==> src/rtl/des_gate_eval.sv <==
// des_gate_eval: DES task unit for ttype-0 gate-input-change tasks.
// Reads the gate state word from L1 and updates the changed input. It then
// re-evaluates the gate, logs the old word and writes the new one back.
// When the gate output changes, it emits a ttype-1 task at ts + gate delay.
// Ports:
//   clk, rstn                    clock, synchronous active-low reset
//   ap_start/done/idle/ready     task handshake, task_in sampled in IDLE
//   task_in                      {args, ttype, object, ts}
//   task_out_V_*                 child task stream
//   undo_log_entry*              {gate address, old word} undo log
//   m_axi_l1_V_*                 AXI master to L1 (single-beat 32b)
//   ap_state                     {28'b0, state} for debug
module des_gate_eval #(
  parameter int CORE_ID             = 0,
  parameter int TILE_ID             = 0,
  parameter int TS_WIDTH            = 24,
  parameter int OBJ_WIDTH           = 32,
  parameter int TTYPE_WIDTH         = 4,
  parameter int ARGS_WIDTH          = 32,
  parameter int TQ_WIDTH            = ARGS_WIDTH + TTYPE_WIDTH + OBJ_WIDTH + TS_WIDTH,
  parameter int UNDO_LOG_ADDR_WIDTH = 32,
  parameter int UNDO_LOG_DATA_WIDTH = 32,
  parameter int ID_WIDTH            = 1
) (
  input  logic                                           clk,
  input  logic                                           rstn,
  input  logic                                           ap_start,
  output logic                                           ap_done,
  output logic                                           ap_idle,
  output logic                                           ap_ready,
  input  logic [TQ_WIDTH-1:0]                            task_in,
  output logic [TQ_WIDTH-1:0]                            task_out_V_TDATA,
  output logic                                           task_out_V_TVALID,
  input  logic                                           task_out_V_TREADY,
  output logic [UNDO_LOG_ADDR_WIDTH+UNDO_LOG_DATA_WIDTH-1:0] undo_log_entry,
  output logic                                           undo_log_entry_ap_vld,
  input  logic                                           undo_log_entry_ap_rdy,
  output logic                                           m_axi_l1_V_ARVALID,
  input  logic                                           m_axi_l1_V_ARREADY,
  output logic [31:0]                                    m_axi_l1_V_ARADDR,
  output logic [7:0]                                     m_axi_l1_V_ARLEN,
  output logic [2:0]                                     m_axi_l1_V_ARSIZE,
  input  logic                                           m_axi_l1_V_RVALID,
  output logic                                           m_axi_l1_V_RREADY,
  input  logic [31:0]                                    m_axi_l1_V_RDATA,
  input  logic                                           m_axi_l1_V_RLAST,
  input  logic [ID_WIDTH-1:0]                            m_axi_l1_V_RID,
  input  logic [1:0]                                     m_axi_l1_V_RRESP,
  output logic                                           m_axi_l1_V_AWVALID,
  input  logic                                           m_axi_l1_V_AWREADY,
  output logic [31:0]                                    m_axi_l1_V_AWADDR,
  output logic [7:0]                                     m_axi_l1_V_AWLEN,
  output logic [2:0]                                     m_axi_l1_V_AWSIZE,
  output logic                                           m_axi_l1_V_WVALID,
  input  logic                                           m_axi_l1_V_WREADY,
  output logic [31:0]                                    m_axi_l1_V_WDATA,
  output logic [3:0]                                     m_axi_l1_V_WSTRB,
  output logic                                           m_axi_l1_V_WLAST,
  input  logic                                           m_axi_l1_V_BVALID,
  output logic                                           m_axi_l1_V_BREADY,
  input  logic [1:0]                                     m_axi_l1_V_BRESP,
  input  logic [ID_WIDTH-1:0]                            m_axi_l1_V_BID,
  output logic [31:0]                                    ap_state
);

  typedef enum logic [3:0] {
    IDLE, READ_BASE, WAIT_BASE, READ_GATE, WAIT_GATE, EVAL,
    UNDO, WR_ADDR, WR_DATA, WAIT_B, ENQ, FINISH
  } state_t;

  localparam int ARGS_LSB = TS_WIDTH + OBJ_WIDTH + TTYPE_WIDTH;

  state_t                 state_q, state_d;
  logic [OBJ_WIDTH-1:0]   gate_id_q, gate_id_d;
  logic                   port_q, port_d;
  logic [1:0]             val_q, val_d;
  logic [TS_WIDTH-1:0]    ts_q, ts_d;
  logic [31:0]            base_gate_q, base_gate_d;
  logic                   initialized_q, initialized_d;
  logic [31:0]            old_word_q, old_word_d;
  logic [31:0]            new_word_q, new_word_d;
  logic                   aw_done_q, aw_done_d;
  logic                   w_done_q, w_done_d;

  logic [31:0]            gate_addr;
  logic [1:0]             eval_out;
  logic [TS_WIDTH:0]      ts_sum;
  logic [TS_WIDTH-1:0]    child_ts;

  // Values: bit 1 set means X; results are only ever 0, 1 or 2.
  function automatic logic [1:0] eval_gate(input logic [3:0] gtype,
                                           input logic [1:0] a,
                                           input logic [1:0] b);
    logic [1:0] r;
    logic       ax, bx;
    ax = a[1];
    bx = b[1];
    case (gtype)
      4'd1: r = ax ? 2'd2 : {1'b0, ~a[0]};
      4'd2, 4'd5: begin
        if ((!ax && !a[0]) || (!bx && !b[0])) r = 2'd0;
        else if (ax || bx)                    r = 2'd2;
        else                                  r = 2'd1;
      end
      4'd3, 4'd6: begin
        if ((!ax && a[0]) || (!bx && b[0])) r = 2'd1;
        else if (ax || bx)                  r = 2'd2;
        else                                r = 2'd0;
      end
      4'd4, 4'd7: r = (ax || bx) ? 2'd2 : {1'b0, a[0] ^ b[0]};
      default:    r = ax ? 2'd2 : {1'b0, a[0]};
    endcase
    // NAND/NOR/XNOR invert the base result; X stays X.
    if ((gtype == 4'd5 || gtype == 4'd6 || gtype == 4'd7) && r != 2'd2)
      r = {1'b0, ~r[0]};
    return r;
  endfunction

  assign gate_addr = base_gate_q + {gate_id_q[29:0], 2'b00};
  assign eval_out  = eval_gate(new_word_q[9:6], new_word_q[1:0], new_word_q[3:2]);
  assign ts_sum    = {1'b0, ts_q} + {{(TS_WIDTH-15){1'b0}}, old_word_q[25:10]};
  assign child_ts  = ts_sum[TS_WIDTH] ? {TS_WIDTH{1'b1}} : ts_sum[TS_WIDTH-1:0];

  assign m_axi_l1_V_ARLEN   = 8'd0;
  assign m_axi_l1_V_ARSIZE  = 3'b010;
  assign m_axi_l1_V_AWADDR  = gate_addr;
  assign m_axi_l1_V_AWLEN   = 8'd0;
  assign m_axi_l1_V_AWSIZE  = 3'b010;
  assign m_axi_l1_V_WDATA   = new_word_q;
  assign m_axi_l1_V_WSTRB   = 4'hF;
  assign m_axi_l1_V_WLAST   = 1'b1;
  assign m_axi_l1_V_BREADY  = 1'b1;
  assign undo_log_entry     = {gate_addr, old_word_q};
  assign task_out_V_TDATA   = {{ARGS_WIDTH{1'b0}}, TTYPE_WIDTH'(1), gate_id_q, child_ts};
  assign ap_idle            = (state_q == IDLE);
  assign ap_ready           = (state_q == IDLE);
  assign ap_done            = (state_q == FINISH);
  assign ap_state           = {28'd0, state_q};

  always_comb begin
    state_d               = state_q;
    gate_id_d             = gate_id_q;
    port_d                = port_q;
    val_d                 = val_q;
    ts_d                  = ts_q;
    base_gate_d           = base_gate_q;
    initialized_d         = initialized_q;
    old_word_d            = old_word_q;
    new_word_d            = new_word_q;
    aw_done_d             = aw_done_q;
    w_done_d              = w_done_q;
    m_axi_l1_V_ARVALID    = 1'b0;
    m_axi_l1_V_ARADDR     = 32'd0;
    m_axi_l1_V_RREADY     = 1'b0;
    m_axi_l1_V_AWVALID    = 1'b0;
    m_axi_l1_V_WVALID     = 1'b0;
    undo_log_entry_ap_vld = 1'b0;
    task_out_V_TVALID     = 1'b0;
    case (state_q)
      IDLE: if (ap_start) begin
        gate_id_d = task_in[TS_WIDTH +: OBJ_WIDTH];
        val_d     = task_in[ARGS_LSB +: 2];
        port_d    = task_in[ARGS_LSB + 2];
        ts_d      = task_in[TS_WIDTH-1:0];
        aw_done_d = 1'b0;
        w_done_d  = 1'b0;
        state_d   = initialized_q ? READ_GATE : READ_BASE;
      end
      READ_BASE: begin
        m_axi_l1_V_ARVALID = 1'b1;
        m_axi_l1_V_ARADDR  = 32'd10 << 2;
        if (m_axi_l1_V_ARREADY) state_d = WAIT_BASE;
      end
      WAIT_BASE: begin
        m_axi_l1_V_RREADY = 1'b1;
        if (m_axi_l1_V_RVALID) begin
          base_gate_d   = {m_axi_l1_V_RDATA[29:0], 2'b00};
          initialized_d = 1'b1;
          state_d       = READ_GATE;
        end
      end
      READ_GATE: begin
        m_axi_l1_V_ARVALID = 1'b1;
        m_axi_l1_V_ARADDR  = gate_addr;
        if (m_axi_l1_V_ARREADY) state_d = WAIT_GATE;
      end
      WAIT_GATE: begin
        m_axi_l1_V_RREADY = 1'b1;
        if (m_axi_l1_V_RVALID) begin
          old_word_d = m_axi_l1_V_RDATA;
          new_word_d = m_axi_l1_V_RDATA;
          if (port_q) new_word_d[3:2] = val_q;
          else        new_word_d[1:0] = val_q;
          state_d = EVAL;
        end
      end
      EVAL: begin
        new_word_d[5:4] = eval_out;
        state_d = ({new_word_q[31:6], eval_out, new_word_q[3:0]} == old_word_q) ? FINISH : UNDO;
      end
      UNDO: begin
        undo_log_entry_ap_vld = 1'b1;
        if (undo_log_entry_ap_rdy) state_d = WR_ADDR;
      end
      // W is offered alongside AW so the slave may take either first.
      WR_ADDR: begin
        m_axi_l1_V_AWVALID = !aw_done_q;
        m_axi_l1_V_WVALID  = !w_done_q;
        aw_done_d = aw_done_q | m_axi_l1_V_AWREADY;
        w_done_d  = w_done_q | m_axi_l1_V_WREADY;
        if (aw_done_d) state_d = w_done_d ? WAIT_B : WR_DATA;
      end
      WR_DATA: begin
        m_axi_l1_V_WVALID = !w_done_q;
        w_done_d = w_done_q | m_axi_l1_V_WREADY;
        if (w_done_d) state_d = WAIT_B;
      end
      WAIT_B: if (m_axi_l1_V_BVALID)
        state_d = (new_word_q[5:4] != old_word_q[5:4]) ? ENQ : FINISH;
      ENQ: begin
        task_out_V_TVALID = 1'b1;
        if (task_out_V_TREADY) state_d = FINISH;
      end
      FINISH:  state_d = IDLE;
      default: state_d = IDLE;
    endcase
  end

  always_ff @(posedge clk) begin
    if (!rstn) begin
      state_q       <= IDLE;
      gate_id_q     <= '0;
      port_q        <= 1'b0;
      val_q         <= 2'd0;
      ts_q          <= '0;
      base_gate_q   <= 32'd0;
      initialized_q <= 1'b0;
      old_word_q    <= 32'd0;
      new_word_q    <= 32'd0;
      aw_done_q     <= 1'b0;
      w_done_q      <= 1'b0;
    end else begin
      state_q       <= state_d;
      gate_id_q     <= gate_id_d;
      port_q        <= port_d;
      val_q         <= val_d;
      ts_q          <= ts_d;
      base_gate_q   <= base_gate_d;
      initialized_q <= initialized_d;
      old_word_q    <= old_word_d;
      new_word_q    <= new_word_d;
      aw_done_q     <= aw_done_d;
      w_done_q      <= w_done_d;
    end
  end

  // Debug indices, response codes and unused task fields are not needed.
  logic unused_ok;
  assign unused_ok = ^{CORE_ID, TILE_ID, m_axi_l1_V_RLAST, m_axi_l1_V_RID,
                       m_axi_l1_V_RRESP, m_axi_l1_V_BRESP, m_axi_l1_V_BID,
                       task_in[TQ_WIDTH-1:ARGS_LSB+3],
                       task_in[ARGS_LSB-1:TS_WIDTH+OBJ_WIDTH]};

endmodule
==> config.mk <==
export PLATFORM = sky130hd
export DESIGN_NAME = des_gate_eval
export DESIGN_NICKNAME = d
export VERILOG_FILES = /design/src/rtl/des_gate_eval.sv
export SDC_FILE = /design/constraint.sdc
export NUM_CORES = 1
export LEC_CHECK = 0
export ABC_AREA = 1
export BUFFER_PORTS_ARGS = -buffer_cell sky130_fd_sc_hd__buf_2
export CORE_AREA = 2 2 181 183
export CTS_BUF_LIST = sky130_fd_sc_hd__clkbuf_4 sky130_fd_sc_hd__clkbuf_8 sky130_fd_sc_hd__clkbuf_16
export CTS_CLUSTER_DIAMETER = 80
export DETAILED_ROUTE_END_ITERATION = 7
export DIE_AREA = 0 0 183 185
export PLACE_DENSITY_LB_ADDON = 0.3
export SYNTH_ARGS = -nofsm -noshare
export SYNTH_HDL_FRONTEND = slang
export SYNTH_SLANG_ARGS = --single-unit
==> constraint.sdc <==
create_clock -name clk -period 3.06 [get_ports clk]
set_clock_uncertainty 0.1 [all_clocks]
set_input_delay 0.306 -clock clk [delete_from_list [all_inputs] [get_ports clk]]
set_output_delay 0.306 -clock clk [all_outputs]
set_load 0.02 [all_outputs]
======== Yosys cells after proc, flatten, opt, wreduce, memory -nomap -nowiden ========
Cells that the tools add are included.
Widths: inputs -> output; s select.
storage, ports and cells
  flip-flop bits (word level) ............. 160
  input port bits ......................... 141
  word-level logic and storage cells ...... 122
operators by class
  add/sub/neg operators ................... 2
  equal/unequal tests ..................... 31
  mux-type cells .......................... 39
  bitwise operators ....................... 5
  reduce and logical (&&, ||, !) cells .... 33
operators with widths
  kind                number
  $pmux 32 s2         1
  $mux 4              11
  $pmux 4 s11         1
  $add 32x32->32      1
  $eq 32x32->1        1
  $eq 4x3->1 const B  8
  $add 24x16->25      1
  $mux 24             1
  $mux 2              11
  $ne 2x2->1 const B  11
  $eq 4x2->1 const B  4
  $eq 4x4->1 const B  4
  $reduce_and 2->1    6
  $reduce_or 2->1     6
  $reduce_and 10->1   1
  $mux 1              9
  $eq 4x1->1 const B  2
  $pmux 2 s4          1
  $logic_not 1->1     6
  $mux 6              1
  $reduce_bool 2->1   3
  $logic_and 1x1->1   5
  $logic_or 1x1->1    5
  $logic_not 4->1     1
  other kinds (6)     9

======== Logic depth before layout (Yosys ltp) ========
Gate-level depths: netlist of run 1.
  depth after elaboration ................. 11
  gate-level depth with buffers ........... 20
  gate-level depth less buffers ........... 19

======== Worst setup path before layout of run 1 ========
OpenSTA, ideal clock, no wires.
  kind .................................... reg-to-output
  start ................................... register gate_id_q[0]
  end ..................................... output m_axi_l1_V_ARADDR[14]
  arrival time ............................ 2.505 ns
  slack ................................... 0.149 ns
  stages on the path, launching flop included .. 16
  buffers on the path ..................... 0
  cells stage by stage .................... dfxtp_1 ha_1 inv_1 fa_1 inv_1 nand3_1 nand2_1 nand2_1 nand3_2 nand2_1 nand2_1 nand2_1 nand2_1 xor2_1 inv_1 nor2_1
on the way
  cells in the longest elaborated chain, start to end .. 2
ends and longest elaborated chain
  item                             RTL line  source
  from (decl)                      74        logic [OBJ_WIDTH-1:0] gate_id_q, gate_id_d;
  from (signal assigned)           244       gate_id_q <= gate_id_d;
  $add 32x32->32                   119       assign gate_addr = base_gate_q + {gate_id_q[29:0], 2'b00};
  named net m_axi_l1_V_AWADDR[14]  51        output logic [31:0] m_axi_l1_V_AWADDR,
  $pmux 32 s2                      159       case (state_q)
  to (decl)                        40        output logic [31:0] m_axi_l1_V_ARADDR,
The timed path passes the listed nets, and every way through them passes these cells.

======== Final worst setup path of run 1 ========
  start ................................... register old_word_q[10]
  end ..................................... output task_out_V_TDATA[9]
on the way
  cells in the longest elaborated chain, start to end .. 2
ends and longest elaborated chain
  item                    RTL line  source
  from (decl)             80        logic [31:0] old_word_q, old_word_d;
  from (signal assigned)  250       old_word_q <= old_word_d;
  $add 24x16->25          121       assign ts_sum = {1'b0, ts_q} + {{(TS_WIDTH-15){1'b0}}, old_word_q[25:10]};
  $mux 24                 122       assign child_ts = ts_sum[TS_WIDTH] ? {TS_WIDTH{1'b1}} : ts_sum[TS_WIDTH-1:0];
  to (decl)               32        output logic [TQ_WIDTH-1:0] task_out_V_TDATA,
Every way passes these cells.

==> results of run 1 <==
==> cell families (layout without fill, tap and decap cells) <==
family / after synthesis / in the layout
XOR/XNOR: 43 / 43
other: 2 / 102
flip-flops: 134 / 134
AND/OR/NAND/NOR: 555 / 558
buffers and inverters: 347 / 550
adder cells (fa/ha/maj): 47 / 47
AO/OA/AOI/OAI: 266 / 266
==> synthesized netlist by cell type, types with 2 or more instances <==
| cell | instances | share of area |
|---|---|---|
| nand2_1 | 263 | 0.11 |
| nor2_4 | 2 | 0.0024 |
| o31ai_1 | 2 | 0.0016 |
| buf_6 | 2 | 0.0024 |
| xnor2_1 | 8 | 0.0075 |
| conb_1 | 2 | 0.00080 |
| a21o_1 | 9 | 0.0072 |
| a211oi_1 | 2 | 0.0016 |
| dfxtp_1 | 134 | 0.29 |
| nand2_4 | 3 | 0.0036 |
| nand3b_1 | 3 | 0.0024 |
| inv_2 | 4 | 0.0016 |
| buf_4 | 155 | 0.12 |
| buf_2 | 8 | 0.0043 |
| clkbuf_1 | 42 | 0.017 |
| inv_1 | 133 | 0.053 |
| o21ai_1 | 2 | 0.0011 |
| nor3_1 | 18 | 0.0096 |
| nand3_1 | 117 | 0.062 |
| nand4_1 | 3 | 0.0020 |
| ha_1 | 45 | 0.060 |
| o21ai_0 | 70 | 0.037 |
| nor4_1 | 2 | 0.0013 |
| a21oi_1 | 155 | 0.083 |
| buf_1 | 2 | 0.00080 |
| a21boi_0 | 2 | 0.0016 |
| fa_1 | 2 | 0.0043 |
| o21bai_1 | 8 | 0.0064 |
| o21a_1 | 2 | 0.0016 |
| nor2_1 | 136 | 0.054 |
| a221oi_1 | 2 | 0.0019 |
| a31oi_1 | 4 | 0.0027 |
| nand3_2 | 3 | 0.0032 |
| xor2_1 | 35 | 0.033 |
==> flip-flops by register name (all words and copies together), names as in the netlist <==
register and cells:
state_q 4, val_q 2, m_axi_l1_V_WDATA 6, base_gate_q 30, ts_q 24, initialized_q 1, aw_done_q 1, gate_id_q 32
port_q 1, old_word_q 32, w_done_q 1
==> critical path, stage by stage (launching register included) <==
cell      delay, ns
dfxtp_2        0.36
ha_4           0.14
inv_2          0.04
fa_2           0.34
nand3b_1       0.18
nand2_2        0.08
nand3_2        0.06
nand2_2        0.09
a21boi_4       0.08
o21bai_4       0.14
nand2_4        0.07
nand2_4        0.07
nand2_4        0.05
nor2_4         0.12
buf_12         0.13
nand3_4        0.11
nand3_1        0.13
buf_4          0.15
==> routing by layer <==
metal | vias to the layer above | part of all wire
met1 | 4514 | 0.43
met2 | 334 | 0.50
li1 | 4854 | -
met4 | 0 | 0.022
met3 | 34 | 0.051
met5 | - | 0
==> path summary, 6_finish.rpt <==
path / to / slack [ns] / cells past startpoint
hold / removal: gate_id_q[2] / 0.03 / 3
hold reg to reg: initialized_q / 0.36 / 2
setup reg to reg: state_q[2] / 0.87 / 9
setup / recovery: task_out_V_TDATA[9] / -0.13 / 17
==> power by group through the flow <==
stage	combinational [mW]	sequential, mW	clock (mW)
after floorplan	2.21	2.30	0
after global placement	3.13	2.23	0
after detailed placement	3.14	2.24	0
after CTS	3.33	2.23	2.38
after global routing	3.84	2.29	2.44
final	3.51	2.26	2.32
==> repair_timing <==
| item | in CTS | in global routing |
|---|---|---|
| setup buffers | 16 | 10 |
| endpoints found under the hold margin | 2 | 0 |
| resized for setup | 137 | 149 |
| pin swaps | 26 | 40 |
| endpoints found under the setup margin | 76 | 79 |
| hold buffers | 2 | 0 |
| cloned | 3 | 0 |
==> final cells by class <==
class / count / area, um^2 / area share
diodes: 4 / 10.0 / 0.000785
repair buffers: 381 / 2320 / 0.182
clock inverters: 10 / 166 / 0.0130
well taps: 408 / 510 / 0.0400
clock buffers: 22 / 488 / 0.0382
flip-flops and latches: 134 / 2710 / 0.212
multi-input cells: 1012 / 6030 / 0.473
inverters: 137 / 518 / 0.0406
==> per-stage QoR <==
step	worst slack, ns	TNS [ns]	hold WS, ns
6_report	-0.125	-2.44	0.0348
5_1_grt	-0.313	-7.99	0.0375
2_1_floorplan	0.149	0	0.331
4_1_cts	-0.231	-4.99	0.00979
3_3_place_gp	0.0825	0	0.345
3_5_place_dp	0.0396	0	0.351
==> summary.md, run 1 <==
| Metric | Value |
|---|---|
| Sw Pwr | `3.45 mW` |
| Layout cells sized above 1 | `0.349` |
| P_int | `4.64 mW` |
| RePlAce Congestion | `0.872` |
| Post-route insts no fill | `2,108` |
| Minimum clock period | `3.19 ns` |
| Most common cell after layout, fill and taps aside | `buf_2` |
| Fin. Hold Viols | `0` |
| Complex-gate fraction of the synthesized area | `0.155` |
| Rel. slew slack | `0.345` |
| Drc violations | `0` |
| Largest family of logic cells by synthesized area | `simple AND/OR/NAND/NOR gates` |
| CP endpoint kind | `primary output` |
| Number of global-route vias before repair | `9,087` |
| Arrival time worst endpoint | `2.78 ns` |
| Tightest Hold Check Type | `in2reg` |
| Final max-slew violation count | `0` |
| Synth-to-layout area growth | `35.9%` |
| Clk network pwr share | `0.287` |
| Fin crit share | `1.04` |
| Cell Rows | `66` |
| Design Area, Final | `12,800 um^2` |
| Core Box Area | `32,000 um^2` |
| Post-synthesis mux area share | `0` |
| Chip height | `185 um` |
| Die span in x | `183 um` |
| Critical path launch point type | `flip-flop` |
| Final Util | `0.398` |
| Status | `finished with violations` |
| Gr busiest metal | `met2` |
| Full die area | `33,900 um^2` |
| Adder-Cell Fraction of Synth Area | `0.0642` |
| Clock Tree Root | `clkbuf_16` |
| Reg2Reg Launch Point | `state_q[2]` |
| Final ANT Viol Nets | `0` |
| Actual slew at the worst max-slew pin | `0.982 ns` |
| Clock sinks | `134` |
| Synth Area in Simple Gates | `0.251` |
| Max Buffers Root-to-Sink | `2` |
| CTS tree | `built` |
| Syn Area/Cell | `6.74 um^2` |
| Pwr dens | `634 nW/um^2` |
| Pin count of the biggest net entering global routing | `51` |
| Violated checks | `negative setup slack` |
| Cells after Synth | `1,394` |
| Synthesis warning total | `0` |
| Initial antenna violation count | `4` |
| Top FF cell, synth | `dfxtp_1` |
| Clk pin slew, worst setup/hold paths | `0.06 ns` |
| Overflow after GRT | `0` |
| M2 GR Usage | `0.363` |
| EDFF count, synth | `0` |
| Num CTS Buffers | `17` |
| Synth Register Bits | `134` |
| Async set or reset register ratio after synthesis | `0` |
| VDD IR max | `0.000352 V` |
| Crit. Startpoint | `old_word_q[10]` |
| RSZ-0062 raised after global routing | `yes` |
| Post-Syn Area | `9390 um^2` |
| H-tree depth | `4` |
| Net Sw Frac | `0.426` |
| Total track usage | `0.202` |
| Setup ws final | `-0.125 ns` |
| Final wirelength | `35,400 um` |
| GR Util met3 | `0.0356` |
| Post-Synth XOR/XNOR Area | `0.0401` |
| F_max | `314 MHz` |
| P_leak | `6.52 nW` |
| Sequential Power Share | `0.279` |
| WL/cell | `16.8 um` |
| Met1 GRT Util | `0.244` |
| Vias per cell | `4.62` |
| First-pass iteration count of the detailed router | `5` |
| Nets | `1,871` |
| Endpoints failing setup | `25` |
| Clk_lat worst skew | `0.43 ns` |
| Crit-path max FO | `6` |
| First-pass GRT wire length | `51,800 um` |
| Combinational fraction of design power | `0.434` |
| Total number of vias | `9,736` |
| DP Area | `10,700 um^2` |
| Hpwl dp | `26,900 um` |
| CP required | `2.65 ns` |
| CP Class | `reg2out` |
| Number of distinct library cells after synthesis | `48` |
| Seq/Total Area, Yosys | `0.286` |
| HP Start | `task_in[26]` |
| Final Total Pwr | `8.09 mW` |
| FILL cells | `3,314` |
| PortBufs | `323` |
| IO Pins | `462` |
| Max_cap viols | `0` |
| Most frequent cells in the layout | `buf_2, nand2_1, a21oi_1` |
| Initial Utilization | `0.293` |
| Dpl cells | `2,042` |
| Starting DRT DRC Count | `420` |
Power figures use the tool's default switching activity.
==> run 2: changes to the inputs <==
- SETUP_SLACK_MARGIN: not set -> 0.5
==> run 2 against run 1 <==
  * The run still ends with negative setup slack left
  * First-iteration DRC count is 24% higher
  * Non-clock buffer count is 42 higher
  * Clock-buffer cell count is 4 lower
  * Critical path depth stayed put
  * Worst hold slack better by 0.010 ns
  * Register-to-register slack worse by 0.07 ns
  * Via count is 2.6% higher
  * Sequential power hardly changed
  * Global-route usage is 0.21 points higher
  * Fmax is 0.83% lower
==> summary.md, run 2 (synthesis results as in run 1) <==
| Metric | Value |
|---|---|
| Most common cell after layout, fill and taps aside | `buf_2` |
| Chip height | `185 um` |
| Starting DRT DRC Count | `522` |
| Clk pin slew, worst setup/hold paths | `0.08 ns` |
| Design Area, Final | `14,100 um^2` |
| Actual slew at the worst max-slew pin | `0.694 ns` |
| Number of global-route vias before repair | `9,270` |
| Violated checks | `negative setup slack` |
| Pwr dens | `599 nW/um^2` |
| Endpoints failing setup | `38` |
| CTS tree | `built` |
| Tightest Hold Check Type | `in2reg` |
| Max_cap viols | `0` |
| Hpwl dp | `26,700 um` |
| Layout cells sized above 1 | `0.410` |
| Largest regs | `gate_id_q (32), old_word_q (32), base_gate_q (30)` |
| Hold endpoint | `gate_id_q[18]` |
| Rel. slew slack | `0.536` |
| Crit path max-delay cell type | `fa_2` |
| RePlAce Congestion | `0.898` |
| Reg2Reg Launch Point | `state_q[1]` |
| Area of the multi-input gates | `6560 um^2` |
| F_max | `311 MHz` |
| CP endpoint kind | `primary output` |
| Most frequent cells in the layout | `buf_2, nand2_1, a21oi_1` |
| Die span in x | `183 um` |
| WL/cell | `17.0 um` |
| Critical path launch point type | `flip-flop` |
| Setup ws final | `-0.152 ns` |
| Worst R2R End | `gate_id_q[1]` |
| Min-Delay Path Depth | `3` |
| Initial Utilization | `0.293` |
| Total number of vias | `9,992` |
| Reg2Reg Setup Slack | `0.80 ns` |
| CP cell instances | `ha_4 > inv_2 > fa_2 > nand3b_1 > nand2_2 > nand3_2 > nand2_2 > a21boi_4 > o21bai_4 > nand2_4 > nand2_4 > nand2_4 > nor2_4 > nand3_4 > buf_16 > nand2_4 > buf_6` |
| First-pass iteration count of the detailed router | `5` |
| Setup TNS | `-3.63 ns` |
| Minimum clock period | `3.21 ns` |
| DP Area | `11,100 um^2` |
| First-pass GRT wire length | `52,900 um` |
| Initial antenna violation count | `2` |
| Clk_lat worst skew | `0.42 ns` |
| Final ANT Viol Nets | `0` |
| Drc violations | `0` |
| Arrival time worst endpoint | `2.81 ns` |
| Vias per cell | `4.66` |
| Clock sinks | `134` |
| HP Start | `task_in[42]` |
| P_leak | `6.92 nW` |
| Max Buffers Root-to-Sink | `2` |
| Status | `finished with violations` |
| VDD IR max | `0.000460 V` |
| Core Box Area | `32,000 um^2` |
| Overflow after GRT | `0` |
| H-tree depth | `4` |
| CP Class | `reg2out` |
| Crit. Startpoint | `ts_q[0]` |
| RSZ-0062 raised after global routing | `yes` |
| IO Pins | `462` |
| Cell Rows | `66` |
| Top delay family on crit path | `simple AND/OR/NAND/NOR gates` |
| Total track usage | `0.204` |
| PortBufs | `323` |
| Nets | `1,910` |
| Fin. Hold Viols | `0` |
| FILL cells | `3,144` |
| Worst hold margin | `0.0449 ns` |
| Fin crit share | `1.05` |
| Num CTS Buffers | `17` |
| Crit path buffers/inverters | `3` |
| Critical path's most frequent cell | `nand2_4` |
| Register area | `2770 um^2` |
| CP required | `2.65 ns` |
| Final wirelength | `36,500 um` |
| Synth-to-layout area growth | `49.9%` |
| Final max-slew violation count | `0` |
| Pin count of the biggest net entering global routing | `71` |
| R2R depth | `6` |
| Crit-path max cell delay | `0.36 ns` |
| Crit-path max FO | `7` |
| Full die area | `33,900 um^2` |
| Clock Tree Root | `clkbuf_16` |
| Final Util | `0.439` |
==> run 2: changes by cell type in the layout (fill, tap and decap cells not counted), sizes merged <==
cell	previous run	this run
buf	379	421
diode	4	3
clkinvlp	2	1
inv	138	145
clkbuf	22	18
nand3	124	121
bufinv	4	0
clkinv	3	5
==> run 2: what timing repair did <==
item	in CTS	in global routing
hold buffers	2	0
endpoints found under the setup margin	98	104
endpoints found under the hold margin	2	0
resized for setup	356	133
pin swaps	49	49
buffers inserted	45	28
gates cloned	1	0
==> run 2: final cells by class <==
type                       count  share of cell area
multi-input combinational   1009               0.466
timing repair buffer         423               0.223
sequential                   134               0.197
inverter                     137              0.0371
tap                          408              0.0363
clock buffer                  18              0.0308
clock inverter                14             0.00951
antenna                        3            0.000533
==> run 2: worst max path at each step <==
stage | end | slack (ns) | cells past startpoint
2_1_floorplan | task_out_V_TDATA[4] | 0.40 | 16
3_3_place_gp | task_out_V_TDATA[9] | 0.09 | 17
3_5_place_dp | task_out_V_TDATA[9] | 0.05 | 17
4_1_cts | task_out_V_TDATA[1] | -0.18 | 17
5_1_grt | task_out_V_TDATA[5] | -0.38 | 17
6_report | task_out_V_TDATA[11] | -0.15 | 17
==> run 2: metal layers <==
| layer | track usage | share of wire | vias to the layer above |
|---|---|---|---|
| met5 | 0 | 0 | - |
| met1 | 0.260 | 0.43 | 4698 |
| met4 | 0.0502 | 0.016 | 0 |
| li1 | - | - | 4927 |
| met3 | 0.0271 | 0.043 | 27 |
| met2 | 0.364 | 0.51 | 340 |
==> run 2: stage by stage <==
stage	worst slack, ns	power, mW	std cells
2_1_floorplan	0.395	4.64	1490
3_3_place_gp	0.0947	5.49	2035
3_5_place_dp	0.0507	5.51	2035
4_1_cts	-0.185	8.25	2115
5_1_grt	-0.379	8.91	2144
6_report	-0.152	8.43	2146
==> run 2: power breakdown <==
group	leakage [nW]	switching [mW]	internal (mW)	total, mW
clock network	0.277	0.944	1.09	2.03
logic	5.52	2.53	1.60	4.13
registers	1.11	0.279	2.00	2.28
total	6.92	3.75	4.68	8.43
==> run 2: worst register-to-register path, stage by stage (launching register included) <==
cell and delay (ns):
dfxtp_1 0.38, nor2_1 0.27, nand2_1 0.16, inv_2 0.10, nand2_2 0.36, o21ai_0 0.69
a21oi_1 0.07
